File: src/rtl/wb_sram_bridge.sv
// Wishbone classic slave bridging into a 4 KiB, four-bank SRAM window with a fixed read latency.
// Define WB_SRAM_RANGE_CHECK_EN to error out strobes outside BASE_ADDR[31:12] instead of aliasing them.
module wb_sram_bridge #(
  parameter logic [31:0] BASE_ADDR    = 32'h3000_0000,
  parameter int          READ_LATENCY = 1
) (
  input  logic          wb_clk_i,
  input  logic          wb_rst_i,
  input  logic          wbs_cyc_i,
  input  logic          wbs_stb_i,
  input  logic          wbs_we_i,
  input  logic [3:0]    wbs_sel_i,
  input  logic [31:0]   wbs_adr_i,
  input  logic [31:0]   wbs_dat_i,
  output logic          wbs_ack_o,
  output logic          wbs_err_o,
  output logic [31:0]   wbs_dat_o,
  output logic [31:0]   sram_addr_o,
  output logic          sram_en_o,
  output logic          sram_web_o,
  output logic [3:0]    sram_wmask_o,
  output logic [31:0]   sram_din_o,
  input  logic [127:0]  sram_dout_i
);

  typedef enum logic [1:0] {IDLE, ACCESS, WAIT, ACK} state_t;

  state_t      state, state_next;
  logic [1:0]  cnt, cnt_next;
  logic        lat_we;
  logic [3:0]  lat_sel;
  logic        req, in_range, accept, capture;

  assign req = wbs_cyc_i & wbs_stb_i;

`ifdef WB_SRAM_RANGE_CHECK_EN
  assign in_range = (wbs_adr_i[31:12] == BASE_ADDR[31:12]);

  // Error is a single-cycle pulse; the guard stops a lingering strobe from being errored twice.
  always_ff @(posedge wb_clk_i or posedge wb_rst_i) begin
    if (wb_rst_i) wbs_err_o <= 1'b0;
    else          wbs_err_o <= (state == IDLE) & req & ~in_range & ~wbs_err_o;
  end
`else
  logic unused_base;
  assign unused_base = ^BASE_ADDR;
  assign in_range    = 1'b1;
  assign wbs_err_o   = 1'b0;
`endif

  always_comb begin
    state_next = state;
    cnt_next   = cnt;
    accept     = 1'b0;
    capture    = 1'b0;
    case (state)
      IDLE: begin
        if (req && in_range && !wbs_err_o) begin
          accept     = 1'b1;
          state_next = ACCESS;
        end
      end
      ACCESS: begin
        if (!wbs_cyc_i) begin
          state_next = IDLE;
        end else if (lat_we) begin
          state_next = ACK;
        end else begin
          state_next = WAIT;
          cnt_next   = 2'(READ_LATENCY);
        end
      end
      WAIT: begin
        if (!wbs_cyc_i) begin
          state_next = IDLE;
          cnt_next   = 2'd0;
        end else if (cnt == 2'd1) begin
          state_next = ACK;
          capture    = 1'b1;
          cnt_next   = 2'd0;
        end else begin
          cnt_next   = cnt - 2'd1;
        end
      end
      ACK:     state_next = IDLE;
      default: state_next = IDLE;
    endcase
  end

  always_ff @(posedge wb_clk_i or posedge wb_rst_i) begin
    if (wb_rst_i) begin
      state <= IDLE;
      cnt   <= 2'd0;
    end else begin
      state <= state_next;
      cnt   <= cnt_next;
    end
  end

  // Request fields are held for the whole transaction so the SRAM sees stable address/data.
  always_ff @(posedge wb_clk_i or posedge wb_rst_i) begin
    if (wb_rst_i) begin
      sram_addr_o <= 32'h0;
      sram_din_o  <= 32'h0;
      lat_we      <= 1'b0;
      lat_sel     <= 4'h0;
    end else if (accept) begin
      sram_addr_o <= wbs_adr_i;
      sram_din_o  <= wbs_dat_i;
      lat_we      <= wbs_we_i;
      lat_sel     <= wbs_sel_i;
    end
  end

  always_ff @(posedge wb_clk_i or posedge wb_rst_i) begin
    if (wb_rst_i) begin
      wbs_dat_o <= 32'h0;
    end else if (capture) begin
      case (sram_addr_o[11:10])
        2'b00:   wbs_dat_o <= sram_dout_i[31:0];
        2'b01:   wbs_dat_o <= sram_dout_i[63:32];
        2'b10:   wbs_dat_o <= sram_dout_i[95:64];
        default: wbs_dat_o <= sram_dout_i[127:96];
      endcase
    end
  end

  assign sram_en_o    = (state == ACCESS);
  assign sram_web_o   = ~(sram_en_o & lat_we);
  assign sram_wmask_o = (sram_en_o & lat_we) ? lat_sel : 4'b0000;
  assign wbs_ack_o    = (state == ACK);

endmodule

File: config.mk
export PLATFORM = sky130hd
export DESIGN_NAME = wb_sram_bridge
export DESIGN_NICKNAME = d
export VERILOG_FILES = /design/src/rtl/wb_sram_bridge.sv
export SDC_FILE = /design/constraint.sdc
export NUM_CORES = 1
export LEC_CHECK = 0
export BUFFER_PORTS_ARGS = -buffer_cell sky130_fd_sc_hd__buf_2
export CORE_AREA = 2 2 117 119
export DETAILED_ROUTE_END_ITERATION = 10
export DIE_AREA = 0 0 119 121
export GPL_ROUTABILITY_DRIVEN = 0
export GPL_TIMING_DRIVEN = 0
export PLACE_DENSITY = 0.74
export REMOVE_ABC_BUFFERS = 1
export SETUP_SLACK_MARGIN = 0.4
export SYNTH_ARGS = -nofsm -noshare
export SYNTH_HDL_FRONTEND = slang
export SYNTH_SLANG_ARGS = --single-unit
File: constraint.sdc
create_clock -name wb_clk_i -period 4.94 [get_ports wb_clk_i]
set_input_delay 0.988 -clock wb_clk_i [delete_from_list [all_inputs] [get_ports wb_clk_i]]
set_output_delay 0.988 -clock wb_clk_i [all_outputs]
set_load 0.01 [all_outputs]
==> impl_metrics.csv, run 1 <==
group,metric,value,unit
clocking,cts_root_buf,"clkbuf_16",
layout,area_growth,40.5,%
clocking,clk_pin_slew,70,ps
worst_setup_path,endpoint_kind,"output pin",
clocking,cts.htree.levels,3,
yosys,syn-cell-area,4890,um2
yosys,synth_cell_types,27,
floorplan,core,13100,um2
timing,finalCriticalPeriod,2830,ps
yosys,synthTopCellsByCount,"dfrtp_1 (105), mux2_2 (91), mux4_2 (29)",
grt,grt_pass1_wl,18.9,mm
floorplan,ios,305,
timing,finalSetupViolCount,0,
timing,tightest_slew,758,ps
worst_setup_path,path_buf_inv,1,
timing,skew,7.27,ps
power_and_ir_drop,max-vdd-ir-drop,0.173,mV
worst_setup_path,critical-path-max-stage-delay,580,ps
placement,portBuffers,303,
yosys,synthTopCellsByArea,"dfrtp_1 (54%), mux2_2 (21%), mux4_2 (13%), mux2_1 (2.3%), mux4_1 (1.6%)",
yosys,synth_top_cell_by_area,"dfrtp_1",
routing,wirelength,11.9,mm
timing,max_freq,354,MHz
timing,period_share,0.572,
worst_setup_path,cp_top_family,"simple AND/OR/NAND/NOR gates",
clocking,cts_setup_buffers,0,
routing,viasPerCell,4.79,
grt,grt_overflow,0,
routing,wl_per_cell,15.6,um
grt,antenna_found_initial,0,
floorplan,die_x,119,um
clocking,hold_buffers,0,
worst_setup_path,critical_path_class,"flip-flop to output pin",
layout,multi_input_area,2060,um2
routing,vias,3669,
timing,slew_headroom,0.495,
timing,finalHoldViolations,0,
yosys,synth-seq-area-share,0.538,
worst_setup_path,cp_cell_sequence,"nor2b_1, and3_1, buf_2",
floorplan,dieArea,14400,um2
routing,final_antenna_net_count,0,
timing,fin_tns_setup,0,ps
layout,drive_above_1_share,0.764,
floorplan,num_rows,42,
routing,drc_errors,0,
yosys,synth_edf_count,0,
clocking,cts_resized,0,
clocking,clock_path_buffers,2,
clocking,clk_latency,340,ps
routing,drt_iter0_markers,140,
power_and_ir_drop,p_leak,0.00339,uW
yosys,syn_avg_cell_area,17.0,um2
worst_setup_path,worst_ep_required_time,3950,ps
yosys,async_flop_share,1.00,
clocking,cts_tree,"done",
clocking,clock-sinks,105,
yosys,synth_top_area_share,0.538,
worst_setup_path,start_kind,"flip-flop",
timing,rsz0062_at_grt,"no",
layout,seqCellArea,2630,um2
grt,grt_pass1_vias,3858,
yosys,yosysMostFrequentCell,"dfrtp_1",
min_path,hp-class,"flip-flop to flip-flop",
power_and_ir_drop,power-per-cell-area,490,nW/um2
clocking,numCtsBuffers,9,
grt,groute.usage.overall,0.167,
placement,dp_hpwl,9.70,mm
layout,antenna_cells,0,
routing,dr.pass1.iters,5,
yosys,ys_ff_latch,105,
yosys,syn_inst,288,
yosys,synth-main-ff-cell,"dfrtp_1",
worst_setup_path,arrival,1840,ps
worst_setup_path,crit_path_top_delay_cell,"nor2b_1",
flow_run,maxCapViolations,0,
yosys,ys_warn_count,0,
floorplan,start_util,0.373,
run_status,status,"finished, final reports clean",
power_and_ir_drop,total_power,3360,uW
timing,maxSlewViolCount,0,
worst_setup_path,cp_max_fo,8,
layout,nFillCells,1145,
layout,layout.nets,787,
floorplan,chipHeight,121,um
grt,grt_max_degree,62,
==> placed cells by master (no fill, tap or decap), types with 2 or more instances in the layout <==
| master | n |
|---|---|
| buf_2 | 303 |
| dfrtp_1 | 103 |
| mux2_2 | 91 |
| mux4_2 | 29 |
| mux2_1 | 10 |
| clkbuf_16 | 9 |
| nand2_1 | 6 |
| and3_1 | 4 |
| mux4_1 | 3 |
| inv_6 | 3 |
| buf_16 | 3 |
| inv_1 | 2 |
| o21a_1 | 2 |
| clkinvlp_4 | 2 |
| dfrtp_2 | 2 |
==> sequential cells by signal, summed over array words and instances (netlist names) <==
name	count
sram_din_o	32
cnt	2
lat_sel	4
lat_we	1
wbs_dat_o	32
sram_addr_o	32
state	2
==> worst reg2reg max path, delay by kind of cell (launching register included) <==
family / cells / cell delay [ps]
multiplexers: 1 / 370
buffers and inverters: 2 / 440
AND/OR/NAND/NOR: 1 / 630
flip-flops: 1 / 500
==> cell type report <==
class | count | area share
flip-flops and latches | 105 | 0.383
clock buffers | 10 | 0.0348
repair buffers | 308 | 0.238
inverters | 3 | 0.00201
well taps | 176 | 0.0321
clock inverters | 6 | 0.0104
multi-input cells | 158 | 0.299
==> path summary, 6_finish.rpt <==
| path | start | end | slack [ps] | cells after the start |
|---|---|---|---|---|
| worst max-delay path | state[0] | sram_wmask_o[1] | 2110 | 3 |
| worst min-delay path | lat_sel[1] | lat_sel[1] | 480 | 1 |
| worst max register to register | state[0] | sram_din_o[24] | 2880 | 4 |
| worst min register to register | lat_sel[1] | lat_sel[1] | 480 | 1 |
| max in group asynchronous | wb_rst_i | sram_addr_o[10] | 3510 | 3 |
| min in group asynchronous | wb_rst_i | sram_din_o[14] | 720 | 2 |
==> metrics by stage <==
step                       util  setup slack, ps  instance area [um2]  instances  hold slack, ps
after floorplan               -             1190                 4690        266             449
after global placement    0.491              144                 6430        745             461
after detailed placement  0.501             2130                 6550        750             471
after CTS                 0.524             1970                 6860        766             487
after global routing      0.525             2020                 6860        766             502
final                     0.525             2110                 6860        766             481
==> kinds of logic after synthesis <==
group | count (synthesis) | share of synthesized area
mux | 134 | 0.385
flops | 105 | 0.538
buf+inv | 25 | 0.0415
simple gates | 16 | 0.0233
compound gates | 6 | 0.00948
fa+ha+maj | 1 | 0.00256
other cells | 1 | 0.000768
==> power by group <==
part	total, uW	switching, uW	internal, uW	leakage [uW]
clock network	735	322	412	0.000146
registers	1380	201	1180	0.00125
logic	1240	536	707	0.00199
==> metal layers <==
layer | track usage | vias up | wire length, um
met5 | 0 | - | 0
met2 | 0.318 | 180 | 6600
li1 | - | 1680 | -
met4 | 0.0603 | 0 | 199
met3 | 0.0329 | 14 | 791
met1 | 0.185 | 1795 | 4330
Note: power is estimated with default switching activity, not from simulation.
==> run 2: changes to the inputs <==
--- a/config.mk
+++ b/config.mk
@@ -6,12 +6,12 @@
 export NUM_CORES = 1
 export LEC_CHECK = 0
 export BUFFER_PORTS_ARGS = -buffer_cell sky130_fd_sc_hd__buf_2
-export CORE_AREA = 2 2 117 119
+export CORE_AREA = 2 2 119 121
 export DETAILED_ROUTE_END_ITERATION = 10
-export DIE_AREA = 0 0 119 121
+export DIE_AREA = 0 0 121 123
 export GPL_ROUTABILITY_DRIVEN = 0
 export GPL_TIMING_DRIVEN = 0
-export PLACE_DENSITY = 0.74
+export PLACE_DENSITY = 0.75
 export REMOVE_ABC_BUFFERS = 1
 export SETUP_SLACK_MARGIN = 0.4
 export SYNTH_ARGS = -nofsm -noshare
==> constraint.sdc (replaced) <==
create_clock -name wb_clk_i -period 2.6 [get_ports wb_clk_i]
set_input_delay 0.52 -clock wb_clk_i [delete_from_list [all_inputs] [get_ports wb_clk_i]]
set_output_delay 0.52 -clock wb_clk_i [all_outputs]
set_load 0.01 [all_outputs]
==> impl_metrics.csv, run 2 (synthesis gave the netlist of run 1 again) <==
group,metric,value,unit
run_status,status,"finished, final reports clean",
grt,grt_overflow,0,
timing,finalSetupViolCount,0,
placement,dp.cells,754,
floorplan,ios,305,
min_path,hp-class,"input port to asynchronous set/reset pin",
grt,antenna_found_initial,0,
layout,reg.largest.list,"sram_addr_o x32, sram_din_o x32, wbs_dat_o x32",
grt,grt_max_degree,61,
layout,layout.nets,792,
placement,pre_cts_ws,173,ps
timing,tightest_slew,727,ps
flow_run,maxCapViolations,0,
worst_setup_path,path_buf_inv,1,
clocking,clk_latency,340,ps
layout,instances_no_fill,775,
worst_setup_path,crit_path_top_delay_cell,"dfrtp_1",
routing,final_antenna_net_count,0,
worst_setup_path,critical-path-max-stage-delay,540,ps
clocking,cts.htree.levels,3,
worst_setup_path,critical_path_class,"flip-flop to output pin",
routing,wl_per_cell,15.6,um
timing,finalHoldViolations,0,
worst_setup_path,arrival,1510,ps
layout,drive_above_1_share,0.768,
grt,grt_pass1_wl,18.2,mm
floorplan,die_x,121,um
routing,drt_iter0_markers,120,
timing,period_share,0.782,
timing,rsz0062_at_grt,"no",
power_and_ir_drop,p_leak,0.00342,uW
layout,seqCellArea,2630,um2
layout,multi_input_area,2060,um2
floorplan,dieArea,14900,um2
layout,postLayoutCoreUtil,0.507,
timing,maxSlewViolCount,0,
layout,area_growth,41.2,%
grt,grt_pass1_vias,3733,
layout,layout_commonest_cell,"buf_2",
clocking,cts_root_buf,"clkbuf_16",
floorplan,num_rows,43,
floorplan,start_util,0.359,
clocking,cts_tree,"done",
timing,worst_slack,568,ps
layout,antenna_cells,0,
routing,wirelength,12.1,mm
worst_setup_path,start_kind,"flip-flop",
worst_setup_path,cp_cell_sequence,"nor2b_4, and3_1, buf_2",
worst_setup_path,cp_max_fo,8,
layout,final_cell_mix,"buf_2 (303), dfrtp_1 (103), mux2_2 (91)",
grt,groute.usage.overall,0.158,
placement,portBuffers,303,
routing,drc_errors,0,
timing,fin_tns_setup,0,ps
placement,dp_hpwl,9.93,mm
worst_setup_path,cp_top_family,"flip-flops",
worst_setup_path,endpoint_kind,"output pin",
clocking,clk_pin_slew,70,ps
timing,skew,9.25,ps
clocking,numCtsBuffers,9,
routing,vias,3652,
floorplan,core,13600,um2
timing,max_freq,492,MHz
clocking,hold_buffers,0,
routing,dr.pass1.iters,4,
clocking,clock-sinks,105,
power_and_ir_drop,max-vdd-ir-drop,0.374,mV
power_and_ir_drop,power-per-cell-area,917,nW/um2
timing,slew_headroom,0.515,
routing,viasPerCell,4.71,
timing,finalCriticalPeriod,2030,ps
worst_setup_path,worst_ep_required_time,2080,ps
worst_setup_path,r2r_slack,800,ps
timing,hold_ws,249,ps
clocking,clock_path_buffers,2,
layout,nFillCells,1203,
floorplan,chipHeight,123,um
-- run 2: changes by cell type in the layout (fill, tap and decap cells not counted) --
cell        delta
nor2b_4        +1
nor2b_1        -1
clkinv_4       +2
buf_4          +5
inv_8          +2
clkinvlp_4     -2
inv_6          -1
bufinv_16      -1
-- run 2: power by group --
part	internal [uW]	switching, uW
clock	700	625
sequential	2250	374
combinational	1360	1030
-- run 2: path summary, 6_finish.rpt --
check,startpoint,to,cells after the start
min in group wb_clk_i,wbs_dat_i[3],sram_din_o[3],2
worst max register to register,sram_addr_o[11],wbs_dat_o[6],2
worst max-delay path,state[0],sram_wmask_o[0],3
max in group asynchronous,wb_rst_i,sram_addr_o[10],3
worst min-delay path,wb_rst_i,sram_din_o[18],2
worst min register to register,lat_sel[2],lat_sel[2],1
-- run 2: layout make-up --
cell class	instances	area share
sequential	105	0.381
multi-input combinational	158	0.299
timing repair buffer	313	0.242
clock buffer	10	0.0346
tap	180	0.0326
clock inverter	6	0.00834
inverter	3	0.00199
-- run 2: timing repair --
action | CTS | global route
setup endpoints to repair | 8 | 27
pin swaps | 0 | 1
buffers inserted | 0 | 5
resized for setup | 2 | 1
-- run 2: worst register-to-register path, delay by kind of cell, from the launching register on --
family | cells | cell delay (ps)
flip-flops | 1 | 840
multiplexers | 2 | 850
-- run 2: layer usage --
metal / wire length [um] / vias up / track usage
met1: 4550 / 1775 / 0.177
met3: 838 / 13 / 0.0231
li1: - / 1681 / -
met5: 0 / - / 0
met2: 6530 / 183 / 0.301
met4: 202 / 0 / 0.0596
-- run 2: metrics by stage --
stage	instance area (um2)	total power [uW]
3_5_place_dp	6560	5090
5_1_grt	6900	6750
2_1_floorplan	4690	4000
3_3_place_gp	6440	4940
4_1_cts	6860	6440
6_report	6900	6330
